<file path="src/rtl/gomoku_kb_pkg.sv">
// Shared types and constants for the gomoku keypad scanner.
// Frame bit index is col*KB_ROWS + row, which is also the reported key code.
package gomoku_kb_pkg;

    localparam int unsigned KB_ROWS = 4;
    localparam int unsigned KB_COLS = 4;
    localparam int unsigned KB_KEYS = KB_ROWS * KB_COLS;

    typedef enum logic [1:0] {
        StIdle,
        StConfirm,
        StHeld,
        StRelease
    } kb_state_e;

    typedef enum logic [1:0] {
        FrameNone,
        FrameSingle,
        FrameMulti
    } kb_frame_e;

endpackage

</file>
<file path="src/rtl/kb_frame_decode.sv">
// Classifies a full keypad frame as no key, exactly one key (with its index) or several keys.
module kb_frame_decode
    import gomoku_kb_pkg::*;
(
    input  logic [KB_KEYS-1:0] frame,
    output kb_frame_e          frame_class,
    output logic [3:0]         code
);

    logic [4:0] ones;

    always_comb begin
        ones = '0;
        code = '0;
        for (int i = 0; i < KB_KEYS; i++) begin
            if (frame[i]) begin
                ones = ones + 5'd1;
                code = 4'(i);
            end
        end
        if (ones == 5'd0) begin
            frame_class = FrameNone;
        end else if (ones == 5'd1) begin
            frame_class = FrameSingle;
        end else begin
            frame_class = FrameMulti;
        end
    end

endmodule

</file>
<file path="src/rtl/kb_matrix_scanner.sv">
// 4x4 keypad scanner: column drive, row synchroniser, frame accumulation and a
// debounce FSM producing one-cycle press/release events with a key code.
module kb_matrix_scanner
    import gomoku_kb_pkg::*;
#(
    parameter int unsigned SCAN_DIV        = 2500,
    parameter int unsigned DEBOUNCE_FRAMES = 2
) (
    input  logic               clk,
    input  logic               rst,
    input  logic [KB_ROWS-1:0] keyboard_row,
    output logic [KB_COLS-1:0] keyboard_col,
    output logic               key_valid,
    output logic               key_release,
    output logic [3:0]         key_code,
    output logic               key_held
);

    localparam int unsigned    DivW      = (SCAN_DIV > 1) ? $clog2(SCAN_DIV) : 1;
    localparam logic [DivW-1:0] DivLast  = DivW'(SCAN_DIV - 1);
    localparam logic [2:0]      DebTarget = 3'(DEBOUNCE_FRAMES);

    logic [DivW-1:0]    div_cnt_q;
    logic [1:0]         col_idx_q;
    logic [KB_ROWS-1:0] row_meta_q, row_sync_q;
    logic [KB_KEYS-1:0] acc_q, frame_now;
    kb_state_e          state_q, state_d;
    logic [2:0]         cnt_q, cnt_d, cnt_inc;
    logic [3:0]         cand_q, cand_d, code_d, accept_code;
    logic               valid_d, release_d, held_d;
    logic               do_accept, do_release;
    logic               tick, frame_done;
    kb_frame_e          frame_class;
    logic [3:0]         frame_code;

    assign tick       = (div_cnt_q == DivLast);
    assign frame_done = tick && (col_idx_q == 2'd3);
    assign cnt_inc    = (cnt_q == 3'd7) ? cnt_q : cnt_q + 3'd1;

    // Current column's rows merged in, so the last column is seen on the frame-complete tick.
    always_comb begin
        frame_now = acc_q;
        frame_now[{col_idx_q, 2'b00} +: KB_ROWS] = ~row_sync_q;
    end

    kb_frame_decode u_decode (
        .frame       (frame_now),
        .frame_class (frame_class),
        .code        (frame_code)
    );

    always_ff @(posedge clk or posedge rst) begin
        if (rst) begin
            div_cnt_q    <= '0;
            col_idx_q    <= '0;
            keyboard_col <= 4'b1110;
            row_meta_q   <= '1;
            row_sync_q   <= '1;
            acc_q        <= '0;
        end else begin
            row_meta_q <= keyboard_row;
            row_sync_q <= row_meta_q;
            div_cnt_q  <= tick ? '0 : div_cnt_q + DivW'(1);
            if (tick) begin
                col_idx_q    <= col_idx_q + 2'd1;
                keyboard_col <= ~(4'b0001 << (col_idx_q + 2'd1));
                acc_q        <= frame_done ? '0 : frame_now;
            end
        end
    end

    always_comb begin
        state_d     = state_q;
        cnt_d       = cnt_q;
        cand_d      = cand_q;
        code_d      = key_code;
        held_d      = key_held;
        valid_d     = 1'b0;
        release_d   = 1'b0;
        do_accept   = 1'b0;
        do_release  = 1'b0;
        accept_code = cand_q;
        if (frame_done) begin
            unique case (state_q)
                StIdle: begin
                    if (frame_class == FrameSingle) begin
                        cand_d      = frame_code;
                        cnt_d       = 3'd1;
                        accept_code = frame_code;
                        if (DebTarget <= 3'd1) begin
                            do_accept = 1'b1;
                        end else begin
                            state_d = StConfirm;
                        end
                    end
                end
                StConfirm: begin
                    if (frame_class == FrameSingle && frame_code == cand_q) begin
                        cnt_d = cnt_inc;
                        if (cnt_inc >= DebTarget) begin
                            do_accept = 1'b1;
                        end
                    end else if (frame_class == FrameSingle) begin
                        cand_d = frame_code;
                        cnt_d  = 3'd1;
                    end else begin
                        state_d = StIdle;
                        cnt_d   = 3'd0;
                    end
                end
                StHeld: begin
                    if (frame_class == FrameNone) begin
                        cnt_d = 3'd1;
                        if (DebTarget <= 3'd1) begin
                            do_release = 1'b1;
                        end else begin
                            state_d = StRelease;
                        end
                    end
                end
                StRelease: begin
                    if (frame_class == FrameNone) begin
                        cnt_d = cnt_inc;
                        if (cnt_inc >= DebTarget) begin
                            do_release = 1'b1;
                        end
                    end else begin
                        state_d = StHeld;
                    end
                end
            endcase
        end
        if (do_accept) begin
            valid_d = 1'b1;
            code_d  = accept_code;
            held_d  = 1'b1;
            state_d = StHeld;
        end
        if (do_release) begin
            release_d = 1'b1;
            held_d    = 1'b0;
            state_d   = StIdle;
            cnt_d     = 3'd0;
        end
    end

    always_ff @(posedge clk or posedge rst) begin
        if (rst) begin
            state_q     <= StIdle;
            cnt_q       <= '0;
            cand_q      <= '0;
            key_valid   <= 1'b0;
            key_release <= 1'b0;
            key_code    <= '0;
            key_held    <= 1'b0;
        end else begin
            state_q     <= state_d;
            cnt_q       <= cnt_d;
            cand_q      <= cand_d;
            key_valid   <= valid_d;
            key_release <= release_d;
            key_code    <= code_d;
            key_held    <= held_d;
        end
    end

endmodule
</file>
<file path="config.mk">
export PLATFORM = sky130hd
export DESIGN_NAME = kb_matrix_scanner
export DESIGN_NICKNAME = d
export VERILOG_FILES = /design/src/rtl/gomoku_kb_pkg.sv /design/src/rtl/kb_frame_decode.sv /design/src/rtl/kb_matrix_scanner.sv
export SDC_FILE = /design/constraint.sdc
export NUM_CORES = 1
export LEC_CHECK = 0
export CAP_MARGIN = 20
export CORE_UTILIZATION = 25
export DETAILED_ROUTE_END_ITERATION = 8
export PLACE_DENSITY_LB_ADDON = 0.1
export SLEW_MARGIN = 10
export SYNTH_ARGS = -nofsm -noshare
export SYNTH_HDL_FRONTEND = slang
export SYNTH_HIERARCHICAL = 1
export SYNTH_SLANG_ARGS = --single-unit
</file>
<file path="constraint.sdc">
create_clock -name clk -period 23.5 [get_ports clk]
set_input_delay 4.7 -clock clk [delete_from_list [all_inputs] [get_ports clk]]
set_output_delay 4.7 -clock clk [all_outputs]
set_load 0.01 [all_outputs]
</file>
== Word-level counts from Yosys, hierarchy flattened ==
Cells that the tools add are included.
Storage, ports and cells
  input bits: 6
  output and inout port bits: 11
  word-level logic and storage cells: 138
  register bits after elaboration: 58
Cells by class
  $add $sub $neg: 19
  shift operators: 3
  bitwise gates (word level): 2
  $lt $le $gt $ge: 1
  muxes and demuxes: 70
  reductions and logical operators: 12
  equal/unequal tests: 18
Operator list (number)
  $mux 5: 15
  $add 5x1->5 const B: 14
  $mux 4: 12
  $mux 3: 11
  $mux 2: 12
  $ne 4x4->1 const B: 5
  $bwmux 16: 1
  $mux 16: 1
  $shift 4x6->16 const A: 1
  $shiftx 4x6->16: 1
  $mux 1: 14
  $add 12x1->12 const B: 1
  $eq 12x12->1 const B: 1
  $mux 12: 1
  $pmux 3 s4: 1
  $ne 3x3->1 const B: 3
  $not 4->4: 2
  $pmux 2 s4: 1
  $pmux 4 s2: 1
  $eq 2x2->1 const B: 3
  $neg 4->6: 1
  $reduce_and 6->1: 1
  $reduce_bool 2->1: 3
  $eq 5x1->1 const B: 1
  other kinds (15): 18

== Logic depth before layout (Yosys ltp) ==
  depth after elaboration: 44
  mapped depth: 57
  gate-level depth less buffers: 56

== By module ==
The synthesis kept the hierarchy.
Modules (own cells, without submodules)
  kb_matrix_scanner: instances 1, cells each 263, seq. area each 1465.2 um^2, area each 2780.2 um^2
  kb_frame_decode: instances 1, cells each 234, seq. area each 0.0 um^2, area each 1816.7 um^2

== Worst setup path after synthesis ==
No wires, ideal clock.
  path kind: flip-flop to flip-flop
  start point: register col_idx_q[0]
  end point: register key_code[1]
  period minus slack after synthesis: 10.423 ns
  path slack: 13.077 ns
  setup time: 0.119 ns
  buffers on the path: 1
  required time: 23.381 ns
  cell stages (with the launch flop): 56
  data arrival time: 10.304 ns
  path through: dfrtp_1 > inv_1 > ha_1 > inv_1 > nand4_1 > o22ai_1 > inv_1 > ha_1 > xor2_1 > ha_1 > nand2_1 > o21ai_0 > ha_1 > mux2_2 > ha_1 > nand2_1 > nand3_1 > ha_1 > [20 not listed] > ha_1 > nand2_1 > o21ai_0 > a31o_2 > ha_1 > mux2_2 > ha_1 > nand3_1 > o31ai_1 > a31oi_1 > mux2i_1 > o21ai_0 > nor3b_1 > and4bb_4 > nand4b_2 > buf_6 > nand2_1 > o21ai_2
On the way
  longest elaborated chain between the ends: 42
  elaborated cells between the ends (all ways): 65
  those cells by class: add/sub (16); eq/ne (4); shift (2); mux (40); reduce/logical (3)
RTL lines
  from (decl): line kb_matrix_scanner.sv:24  | logic [1:0] col_idx_q;
  from (signal assigned): line kb_matrix_scanner.sv:65  | col_idx_q <= col_idx_q + 2'd1;
  $neg 4->6 (*): line kb_matrix_scanner.sv:43  | frame_now[{col_idx_q, 2'b00} +: KB_ROWS] = ~row_sync_q;
  $shiftx 4x6->16 or $shift 4x6->16 (tied branches): line kb_matrix_scanner.sv:43
  $bwmux 16 (*): line kb_matrix_scanner.sv:43
  net frame_now[0]: line kb_matrix_scanner.sv:26  | logic [KB_KEYS-1:0] acc_q, frame_now;
  $mux 1 (*): line kb_frame_decode.sv:16  | if (frame[i]) begin
  $add 1x1->2: line kb_frame_decode.sv:17  | ones = ones + 5'd1;
  $mux 5 (*): line kb_frame_decode.sv:16
  $add 5x1->5: line kb_frame_decode.sv:17
  [28 not listed]
  $mux 2: line kb_frame_decode.sv:23  | end else if (ones == 5'd1) begin
  $mux 2 (*): line kb_frame_decode.sv:21  | if (ones == 5'd0) begin
  net frame_class[1]: line kb_matrix_scanner.sv:33  | kb_frame_e frame_class;
  $eq 2x1->1 (*): line kb_matrix_scanner.sv:86, kb_matrix_scanner.sv:98
  $logic_and 1x1->1: line kb_matrix_scanner.sv:98  | if (frame_class == FrameSingle && frame_code == cand_q) begin
  $mux 1: line kb_matrix_scanner.sv:98
  $mux 1: line kb_matrix_scanner.sv:84  | unique case (state_q)
  $mux 1: line kb_matrix_scanner.sv:83  | if (frame_done) begin
  to (signal assigned): line kb_matrix_scanner.sv:162  | key_code <= code_d;
  to (decl): line kb_matrix_scanner.sv:15  | output logic [3:0] key_code,
The timed path passes the listed nets; every way through them passes the cells marked *.
A chain may end at the register's enable or synchronous reset.

== Final worst setup path ==
  start point: register col_idx_q[0]
  end point: register state_q[0]
On the way
  elaborated cells between the ends (all ways): 75
  those cells by class: add/sub (16); eq/ne (9); shift (2); mux (42); reduce/logical (6)
RTL lines
  $neg 4->6 (*): line kb_matrix_scanner.sv:43
  $shiftx 4x6->16 or $shift 4x6->16 (tied branches): line kb_matrix_scanner.sv:43
  $bwmux 16 (*): line kb_matrix_scanner.sv:43
  net frame_now[2]: line kb_matrix_scanner.sv:26
  $mux 5 (*): line kb_frame_decode.sv:16
  $add 5x1->5: line kb_frame_decode.sv:17
  $mux 5 (*): line kb_frame_decode.sv:16
  $add 5x1->5: line kb_frame_decode.sv:17
  [26 not listed]
  net frame_class[1]: line kb_matrix_scanner.sv:33
  $eq 2x1->1: line kb_matrix_scanner.sv:86, kb_matrix_scanner.sv:98, kb_matrix_scanner.sv:103
  $logic_and 1x1->1: line kb_matrix_scanner.sv:98
  $mux 1: line kb_matrix_scanner.sv:98
  $mux 1: line kb_matrix_scanner.sv:84
  $mux 1: line kb_matrix_scanner.sv:83
  $ne 4x4->1 (no line), or another cell as far along
  $reduce_and 6->1 (no line) or $mux 2 (tied branches)
  to (signal assigned): line kb_matrix_scanner.sv:149  | state_q <= StIdle;
  to (signal assigned): line kb_matrix_scanner.sv:157  | state_q <= state_d;
  to (decl): line kb_matrix_scanner.sv:27  | kb_state_e state_q, state_d;
Marked as above.

==> qor.yml <==
status: "finished, final reports clean"
arrival_ns: 12.29
final_cell_mix: "nand2_1 (59), dfrtp_1 (47), inv_1 (33)"
critPathTopFamily: "adder cells"
num_rows: 49
postPlaceCellArea_sq_um: 4930
cts_max_level: 3
post_cts_resized: 0
synth-seq-area-share_pct: 31.9
final_area_sq_um: 5270
place.gp.congestion: 0.720
n_antenna_cell: 0
clkSinkCount: 58
insertion_delay_ns: 0.33
stdcell_count: 740
dieHeight_um: 138
grt_use_met2_pct: 19.6
clock-root-buffer: "clkbuf_16"
final_common_cell: "nand2_1"
synth_cells: 497
cts_buffer_depth: 2
ys_types: 71
drt-pass1-iter-count: 4
start_kind: "flip-flop"
cp_slowest_cell: "o22ai_1"
dp_hpwl_mm: 7.64
power.total_uw: 288
coreArea_sq_um: 18000
finClkSkew_ns: 0.00545
yosys.area.top_type: "dfrtp_1"
cts_setup_buffers: 0
syn_nets: 525
period_share_pct: 51.4
grt_first_pass_wirelength_mm: 17.4
avgSynthCellArea_sq_um: 9.25
dieArea_sq_um: 18900
cts_tree: "yes"
gr-total-overflow: 0
slew_violations: 0
synth_seq_cells: 58
irDropWorstVdd_uv: 48.7
grt_setup_unrepaired: "no"
tightest_slew_ns: 0.847
critPathKind: "flip-flop to flip-flop"
endpoint_kind: "flip-flop"
totalWireLength_mm: 10.1
synth_top_area_share_pct: 25.6
syn_area_sq_um: 4600
hold_viol: 0
power.density_nw_per_um2: 54.6
postCtsHoldBufs: 0
path_clk_slew_ns: 0.05
nFillCells: 1884
fin_ws_ns: 11.43
cap_violations: 0
ff_latch_area_sq_um: 1470
fmax_mhz: 82.8
antenna_found_initial: 0
track_usage_pct: 11.9
busiest_layer: "met2"
place_ws_ns: 11.45
critPathBufInv: 3
port_buffers: 16
grt_pass1_vias: 3514
dpl.cell_count: 722
final_nets: 534
synth_edf_count: 0
cts_buffers: 9
vias_per_cell: 4.74
grt_max_degree: 59
die_w_um: 138
ant_nets: 0
required_ns: 23.72
synth_ff_type: "dfrtp_1"
period_needed_ns: 12.07
max_stage_delay_ns: 0.71
holdWs_ns: 0.351
finalSetupViolCount: 0
gr-usage-met3_pct: 1.43
ys_warn_count: 6
synth.area.top_cells: "dfrtp_1 (26%), dfstp_2 (6.3%), ha_1 (6.0%)"
cp_common_cell: "ha_1"
grt_use_met1_pct: 15.5
multiInputGateArea_sq_um: 2870
drive_gt1_share_pct: 14.7
hp-class: "flip-flop to flip-flop"
async_reset_ff_share_pct: 100
utilization_pct: 29.4
leakage_nw: 2.27
timing.slew.headroom_pct: 43.6
cp_max_fo: 11
vias: 3511
wl_per_cell_um: 13.7
start_util_pct: 25.6
remaining_drc_errors: 0
syn2layout_area_growth_pct: 14.7
top_level_ports: 17
drtIter0Drc: 145
tns_ns: 0
[logic make-up (layout without fill, tap and decap cells)]
kind of cell               Yosys count  in the layout  synth area share, %
and+or+nand+nor                    177            177                 20.7
AOI/OAI and AO/OA                  102            102                 14.8
xor gates and xnor gates            62             62                 16.4
DFF                                 58             58                 31.9
buffers and inverters               57             71                 5.74
adders and majority gates           22             22                 5.99
muxes                               19             19                 4.49
[path summary, 6_finish.rpt]
| check | start | cells after the start | end | slack [ns] |
|---|---|---|---|---|
| worst max-delay path | col_idx_q[0] | 53 | state_q[0] | 11.43 |
| worst max register to register | col_idx_q[0] | 53 | state_q[0] | 11.43 |
| min in group asynchronous | rst | 3 | key_valid | 4.91 |
| worst min register to register | row_meta_q[0] | 0 | row_sync_q[0] | 0.35 |
| max in group asynchronous | rst | 3 | acc_q[12] | 18.11 |
| worst min-delay path | row_meta_q[0] | 0 | row_sync_q[0] | 0.35 |
[area by class of cell]
class                   instances  area share (%)
multi-input cells             382            54.4
flip-flops and latches         58            27.8
well taps                     229            5.43
clock buffers                  11            4.60
repair buffers                 21            3.89
inverters                      34            2.42
clock inverters                 5            1.47
[per-layer routing]
metal	up-vias	routed length, um
met1	1676	5000
met3	13	158
met4	0	204
met5	-	0
met2	29	4760
li1	1793	-
[registers in the layout, indices dropped and copies added, names as in the netlist]
| name | flops |
|---|---|
| acc_q | 16 |
| cand_q | 4 |
| cnt_q | 3 |
| col_idx_q | 2 |
| div_cnt_q | 12 |
| key_code | 4 |
| key_held | 1 |
| key_release | 1 |
| key_valid | 1 |
| keyboard_col | 4 |
| row_meta_q | 4 |
| row_sync_q | 4 |
| state_q | 2 |
[Yosys cell counts (5+ instances only)]
| master | n |
|---|---|
| nand2_1 | 59 |
| dfrtp_1 | 47 |
| inv_1 | 34 |
| xnor2_1 | 29 |
| nor2_1 | 27 |
| o22ai_1 | 26 |
| ha_1 | 22 |
| nand3_1 | 20 |
| o21ai_0 | 20 |
| xor2_1 | 17 |
| a21oi_1 | 13 |
| mux2_2 | 13 |
| dfstp_2 | 11 |
| nor3_1 | 10 |
| clkbuf_1 | 8 |
| nand4_1 | 8 |
| and3_1 | 7 |
| nor2b_1 | 7 |
| buf_2 | 6 |
| mux2i_1 | 6 |
| o211ai_1 | 6 |
| xnor3_1 | 6 |
| o31ai_1 | 5 |
[power by group]
group / leakage (nW) / switching (mW) / internal (mW)
Clock: 0.156 / 0.0446 / 0.0952
Sequential: 0.758 / 0.000658 / 0.101
Combinational: 1.35 / 0.0259 / 0.0202
(Power assumes the default switching activity.)
